## src/rtl/cva5_types.sv

```systemverilog
// Shared types and constants for the unsigned square-root core.
// Holds the FSM state enum and the iteration-count helpers.
package cva5_types;

    localparam int SQRT_DATA_WIDTH = 32;
    localparam int SQRT_ITERATIONS = SQRT_DATA_WIDTH / 2;

    typedef enum logic {
        SQRT_IDLE = 1'b0,
        SQRT_BUSY = 1'b1
    } sqrt_state_t;

    // One result bit is produced per iteration.
    function automatic int sqrt_iterations(input int data_width);
        return data_width / 2;
    endfunction

endpackage

```

## src/rtl/unsigned_sqrt_interface.sv

```systemverilog
// Request/response bundle for the square-root core.
// sqrt modport: start/radicand in, done/result/remainder out.
interface unsigned_sqrt_interface #(
    parameter int DATA_WIDTH = 32
);

    logic                  start;
    logic [DATA_WIDTH-1:0] radicand;
    logic                  done;
    logic [DATA_WIDTH-1:0] result;
    logic [DATA_WIDTH-1:0] remainder;

    modport sqrt (
        input  start,
        input  radicand,
        output done,
        output result,
        output remainder
    );

    modport requester (
        output start,
        output radicand,
        input  done,
        input  result,
        input  remainder
    );

endinterface

```

## src/rtl/sqrt_step.sv

```systemverilog
// One combinational restoring square-root step.
// Ports: rem/root/bits in, rem_next/root_next out.
module sqrt_step
    import cva5_types::*;
#(
    parameter int DATA_WIDTH = 32
) (
    input  logic [DATA_WIDTH/2+1:0] rem,
    input  logic [DATA_WIDTH/2-1:0] root,
    input  logic [1:0]              bits,
    output logic [DATA_WIDTH/2+1:0] rem_next,
    output logic [DATA_WIDTH/2-1:0] root_next
);

    localparam int HW = DATA_WIDTH / 2;

    logic [HW+1:0] shifted;
    logic [HW+1:0] trial;
    logic [HW+2:0] diff;
    logic          fits;

    always_comb begin
        shifted   = (rem << 2) | {{HW{1'b0}}, bits};
        trial     = {root, 2'b01};
        // Extra top bit acts as the borrow of the trial subtraction.
        diff      = {1'b0, shifted} - {1'b0, trial};
        fits      = ~diff[HW+2];
        rem_next  = fits ? diff[HW+1:0] : shifted;
        root_next = (root << 1) | {{(HW-1){1'b0}}, fits};
    end

endmodule

```

## src/rtl/unsigned_sqrt_core.sv

```systemverilog
// Iterative unsigned integer square root, one result bit per cycle.
// Ports: clk, rst (async active-low), sqrt (interface, sqrt modport).
module unsigned_sqrt_core
    import cva5_types::*;
#(
    parameter int DATA_WIDTH = 32
) (
    input logic                  clk,
    input logic                  rst,
    unsigned_sqrt_interface.sqrt sqrt
);

    localparam int HW    = DATA_WIDTH / 2;
    localparam int ITERS = sqrt_iterations(DATA_WIDTH);
    localparam int CW    = (ITERS > 1) ? $clog2(ITERS) : 1;

    sqrt_state_t           state;
    logic [DATA_WIDTH-1:0] rad_q;
    logic [HW+1:0]         rem_q;
    logic [HW+1:0]         rem_next;
    logic [HW-1:0]         root_q;
    logic [HW-1:0]         root_next;
    logic [CW-1:0]         count_q;
    logic                  last_step;
    logic                  done_q;
    logic [DATA_WIDTH-1:0] result_q;
    logic [DATA_WIDTH-1:0] remainder_q;

    assign last_step = (count_q == CW'(ITERS - 1));

    sqrt_step #(
        .DATA_WIDTH(DATA_WIDTH)
    ) u_step (
        .rem      (rem_q),
        .root     (root_q),
        .bits     (rad_q[DATA_WIDTH-1 -: 2]),
        .rem_next (rem_next),
        .root_next(root_next)
    );

    always_ff @(posedge clk or negedge rst) begin
        if (!rst) begin
            state       <= SQRT_IDLE;
            rad_q       <= '0;
            rem_q       <= '0;
            root_q      <= '0;
            count_q     <= '0;
            done_q      <= 1'b0;
            result_q    <= '0;
            remainder_q <= '0;
        end else begin
            done_q <= 1'b0;
            unique case (state)
                SQRT_IDLE: begin
                    if (sqrt.start) begin
                        rad_q   <= sqrt.radicand;
                        rem_q   <= '0;
                        root_q  <= '0;
                        count_q <= '0;
                        state   <= SQRT_BUSY;
                    end
                end
                SQRT_BUSY: begin
                    rem_q  <= rem_next;
                    root_q <= root_next;
                    rad_q  <= rad_q << 2;
                    if (last_step) begin
                        count_q     <= '0;
                        state       <= SQRT_IDLE;
                        done_q      <= 1'b1;
                        result_q    <= DATA_WIDTH'(root_next);
                        remainder_q <= DATA_WIDTH'(rem_next);
                    end else begin
                        count_q <= count_q + CW'(1);
                    end
                end
                default: state <= SQRT_IDLE;
            endcase
        end
    end

    assign sqrt.done      = done_q;
    assign sqrt.result    = result_q;
    assign sqrt.remainder = remainder_q;

endmodule
```

## src/flat_wrapper.sv

```systemverilog
// flat-port wrapper written by rule: the top's interface ports become plain ports
module unsigned_sqrt_core_flat import cva5_types::*;
#(
    parameter int DATA_WIDTH = 32
)
  (clk, rst, sqrt_start, sqrt_radicand, sqrt_done, sqrt_result, sqrt_remainder);
  unsigned_sqrt_interface #(.DATA_WIDTH(DATA_WIDTH)) sqrt_i ();
  input logic clk;
  input logic rst;
  input wire logic [$bits(sqrt_i.start)-1:0] sqrt_start;
  input wire logic [$bits(sqrt_i.radicand)-1:0] sqrt_radicand;
  output wire logic [$bits(sqrt_i.done)-1:0] sqrt_done;
  output wire logic [$bits(sqrt_i.result)-1:0] sqrt_result;
  output wire logic [$bits(sqrt_i.remainder)-1:0] sqrt_remainder;
  assign sqrt_i.start = sqrt_start;
  assign sqrt_i.radicand = sqrt_radicand;
  assign sqrt_done = sqrt_i.done;
  assign sqrt_result = sqrt_i.result;
  assign sqrt_remainder = sqrt_i.remainder;
  unsigned_sqrt_core #(.DATA_WIDTH(DATA_WIDTH)) u_core (.clk(clk), .rst(rst), .sqrt(sqrt_i));
endmodule
```

## config.mk

```make
export PLATFORM = sky130hd
export DESIGN_NAME = unsigned_sqrt_core_flat
export DESIGN_NICKNAME = d
export VERILOG_FILES = /design/src/rtl/cva5_types.sv /design/src/rtl/unsigned_sqrt_interface.sv /design/src/rtl/sqrt_step.sv /design/src/rtl/unsigned_sqrt_core.sv /design/src/flat_wrapper.sv
export SDC_FILE = /design/constraint.sdc
export NUM_CORES = 1
export LEC_CHECK = 0
export BUFFER_PORTS_ARGS = -buffer_cell sky130_fd_sc_hd__buf_2
export CORE_ASPECT_RATIO = 1.4
export CORE_MARGIN = 8
export CORE_UTILIZATION = 30
export CTS_CLUSTER_DIAMETER = 80
export DETAILED_ROUTE_END_ITERATION = 12
export GPL_TIMING_DRIVEN = 0
export PLACE_DENSITY = 0.6
export SLEW_MARGIN = 15
export SYNTH_ARGS = -nofsm -noshare
export SYNTH_HDL_FRONTEND = slang
export SYNTH_SLANG_ARGS = --single-unit
```

## constraint.sdc

```tcl
create_clock -name clk -period 2.1 [get_ports clk]
set_clock_uncertainty 0.15 [all_clocks]
set_input_delay 0.105 -clock clk [delete_from_list [all_inputs] [get_ports clk]]
set_output_delay 0.105 -clock clk [all_outputs]
set_load 0.02 [all_outputs]
```

==> flow_summary_export.csv <==
group,metric,value,unit
run_status,run_status,"finished, violations left",
run_status,violations,"negative setup slack",
power,power.internal,0.00813,W
clock_network,cts_tree,"built",
setup_path,cp.arrival,2610,ps
power,comb_power_share,64.3,%
cells_and_area,antenna-diode-count,0,
sta,period_minus_slack,2480,ps
setup_path,critical_path.startpoint_type,"flip-flop",
sta,rsz0062_at_grt,"true",
clock_network,cts_max_level,3,
cells_and_area,final-seq-area,2610,sq um
clock_network,worst_setup_hold_path_clk_slew,80,ps
placement,gpl.final_weighted_congestion,0.824,
setup_path,largest_fanout_on_the_critical_path,6,
cells_and_area,final_layout_size_suffix_gt1_share,28.1,%
route,dr.pass1.iters,5,
sta,timing_worst_slew_pin_value,744,ps
sta,maxSlewViolCount,0,
die,placeableCoreArea,18400,sq um
synthesis,ys_seq_elements,104,
power,switching_share,44.7,%
route,wire_per_inst,15.4,um
global_route,wire_length_of_the_first_global_routing_pass,24300,um
sta,maxClockFrequency,404,MHz
global_route,grtUsageTotal,13.4,%
sta,worst_slew_slack_as_a_fraction_of_its_limit,50.4,%
cells_and_area,layout-area-overhead-vs-synth,35.6,%
sta,crit_share_post_route,118,%
route,wl,15300,um
route,starting_drt_drc_count,188,
placement,place_area,6450,sq um
synthesis,synth-async-reset-ratio,100,%
setup_path,timing_worst_setup_path_type,"flip-flop to flip-flop",
synthesis,synth-main-ff-cell,"dfrtp_1",
die,top_level_ports,100,
cells_and_area,most_common_library_cell_in_the_layout_ignoring_fill_and_taps,"nand2_1",
synthesis,syn_area,5560,sq um
setup_path,end_kind,"flip-flop",
power,total_switching_power,0.00658,W
die,starting_density_of_the_core,30.3,%
setup_path,cp_data_required_time,2230,ps
sta,number_of_hold_violations_in_the_final_report,0,
sta,holdWs,34.7,ps
power,peak_supply_drop,731,uV
global_route,grt_remaining_overflow,0,
cells_and_area,finalInstanceArea,7540,sq um
clock_network,tritoncts_num_sinks,104,
route,antenna_violating_nets_post_route,0,
cells_and_area,multi_input_logic_area,2970,sq um
synthesis,syn_avg_cell_area,9.57,sq um
flow_run,maxCapViolCount,0,
cells_and_area,mostFrequentLayoutCells,"nand2_1 (102), dfrtp_1 (101), buf_2 (68)",
global_route,pin_count_of_the_biggest_net_entering_global_routing,78,
global_route,first_global_vias,4767,
cells_and_area,final_core_util,41.0,%
sta,postLayoutSetupSlackWorst,-377,ps
sta,finalSetupViolations,36,
global_route,grt_antenna_before_repair,0,
power,total_leakage_power,3.52,nW
die,chipHeight,177,um
min_path,holdCritPathClass,"input port to asynchronous set/reset pin",
cells_and_area,finish.net_count,796,
cells_and_area,fillCellCount,1779,
placement,place.port_buffers,68,
clock_network,cts_made_buffers,9,
route,total_number_of_vias,4621,
power,pwr-share-clk,11.7,%
power,powerDensity,1950,nW/um^2
synthesis,postSynthCellCount,581,
power,seq_power_share,24.0,%
synthesis,synth-warning-count,0,
die,chipWidth,131,um
synthesis,yosys.cell_types.count,55,
clock_network,skew_pair_late_insertion_delay,360,ps
placement,preCtsSetupSlack,-536,ps
synthesis,synth_seq_area_share,46.8,%
synthesis,synth-edff-count,0,
route,detail_route.drc_violations,0,
placement,detailedPlacementHpwl,11100,um
die,design.die.area,23200,sq um
clock_network,clk_path_buf_depth,2,
route,route.detailed.vias_per_inst,4.66,
die,num_rows,59,
clock_network,cts.root.buffer_cell,"clkbuf_16",
synthesized netlist by cell type, drive strengths merged (6+ instances only):
library cell	number	share of area [%]
nand2	107	7.4
dfrtp	104	47
o21ai	84	7.6
mux2i	47	8.5
buf	39	5.3
inv	22	1.5
nor2	21	1.7
clkbuf	20	1.3
ha	18	4.0
o31ai	17	2.5
a21oi	15	1.3
o22ai	10	1.1
xnor2	7	1.1
xor2	7	1.1
a21o	6	0.83
nand3	6	0.54
o21a	6	0.83
critical path, cell delays in order, from the launching register on:
cell	delay (ps)
dfrtp_1	460
ha_4	350
nand2_1	140
o21ai_4	250
o21a_2	190
o31ai_4	100
a222oi_1	460
a31oi_2	140
o21ai_1	160
state kept, by name (all words and copies together) (netlist names):
register / flops
u_core.rad_q: 32
u_core.sqrt.remainder: 18
u_core.rem_q: 16
u_core.root_q: 16
u_core.sqrt.result: 16
u_core.count_q: 4
u_core.sqrt.done: 1
u_core.state: 1
worst paths after layout:
| check | slack (ps) | cells after the start | to | start |
|---|---|---|---|---|
| worst max-delay path | -380 | 8 | u_core.sqrt.remainder[14]$_DFFE_PN0P_ | u_core.rem_q[11]$_DFFE_PN0P_ |
| worst min-delay path | 30 | 2 | u_core.sqrt.remainder[2]$_DFFE_PN0P_ | rst |
| worst max register to register | -380 | 8 | u_core.sqrt.remainder[14]$_DFFE_PN0P_ | u_core.rem_q[11]$_DFFE_PN0P_ |
| worst min register to register | 330 | 2 | u_core.sqrt.result[8]$_DFFE_PN0P_ | u_core.sqrt.result[8]$_DFFE_PN0P_ |
| max in group asynchronous | 1090 | 3 | u_core.rem_q[1]$_DFFE_PN0P_ | rst |
| min in group clk | 190 | 4 | u_core.rem_q[14]$_DFFE_PN0P_ | sqrt_start |
cells by family (layout without fill, tap and decap cells):
kind of cell	after synthesis	in the layout	synth area share [%]
AO/OA/AOI/OAI	158	158	17.7
XOR/XNOR	14	14	2.20
adder cells (fa/ha/maj)	18	18	4.05
buffers and inverters	83	221	8.46
flip-flops	104	104	46.8
multiplexers	48	48	8.66
other	1	30	0.0674
AND/OR/NAND/NOR	155	155	12.1
power groups by stage:
stage          Combinational [W]  Sequential (W)  Clock (W)
2_1_floorplan            0.00521         0.00373          0
4_1_cts                  0.00866         0.00350    0.00179
3_5_place_dp             0.00729         0.00351          0
3_3_place_gp             0.00722         0.00349          0
5_1_grt                   0.0103         0.00364    0.00185
6_report                 0.00946         0.00353    0.00172
through the flow:
stage               total power (W)  TNS, ps  instances
CTS                          0.0139   -10460        987
finish                       0.0147   -11350        992
detailed placement           0.0108   -15150        923
floorplan                   0.00894    -2510        610
global placement             0.0107   -66630        922
global route                 0.0158   -14420        992
what timing repair did:
| action | 4_1_cts | 5_1_grt |
|---|---|---|
| pin swaps | 8 | 5 |
| cloned | 0 | 1 |
| hold endpoints to repair | 136 | 0 |
| hold buffers | 33 | 0 |
| buffers inserted | 15 | 4 |
| setup endpoints to repair | 36 | 36 |
| gates resized for setup | 48 | 21 |
per-layer routing:
| metal | track usage, % | up-vias | wire length [um] |
|---|---|---|---|
| li1 | - | 2285 | - |
| met1 | 15.1 | 2191 | 6050 |
| met2 | 23.4 | 114 | 7890 |
| met3 | 2.74 | 31 | 774 |
| met4 | 6.63 | 0 | 605 |
| met5 | 0 | - | 0 |
final cells by class:
type | instances | area share [%]
clock inverters | 7 | 1.05
plain buffers | 61 | 5.23
multi-input cells | 423 | 39.3
inverters | 22 | 1.10
clock buffers | 9 | 2.99
well taps | 244 | 4.05
repair buffers | 122 | 11.7
flip-flops and latches | 104 | 34.6
(Power assumes the default switching activity.)
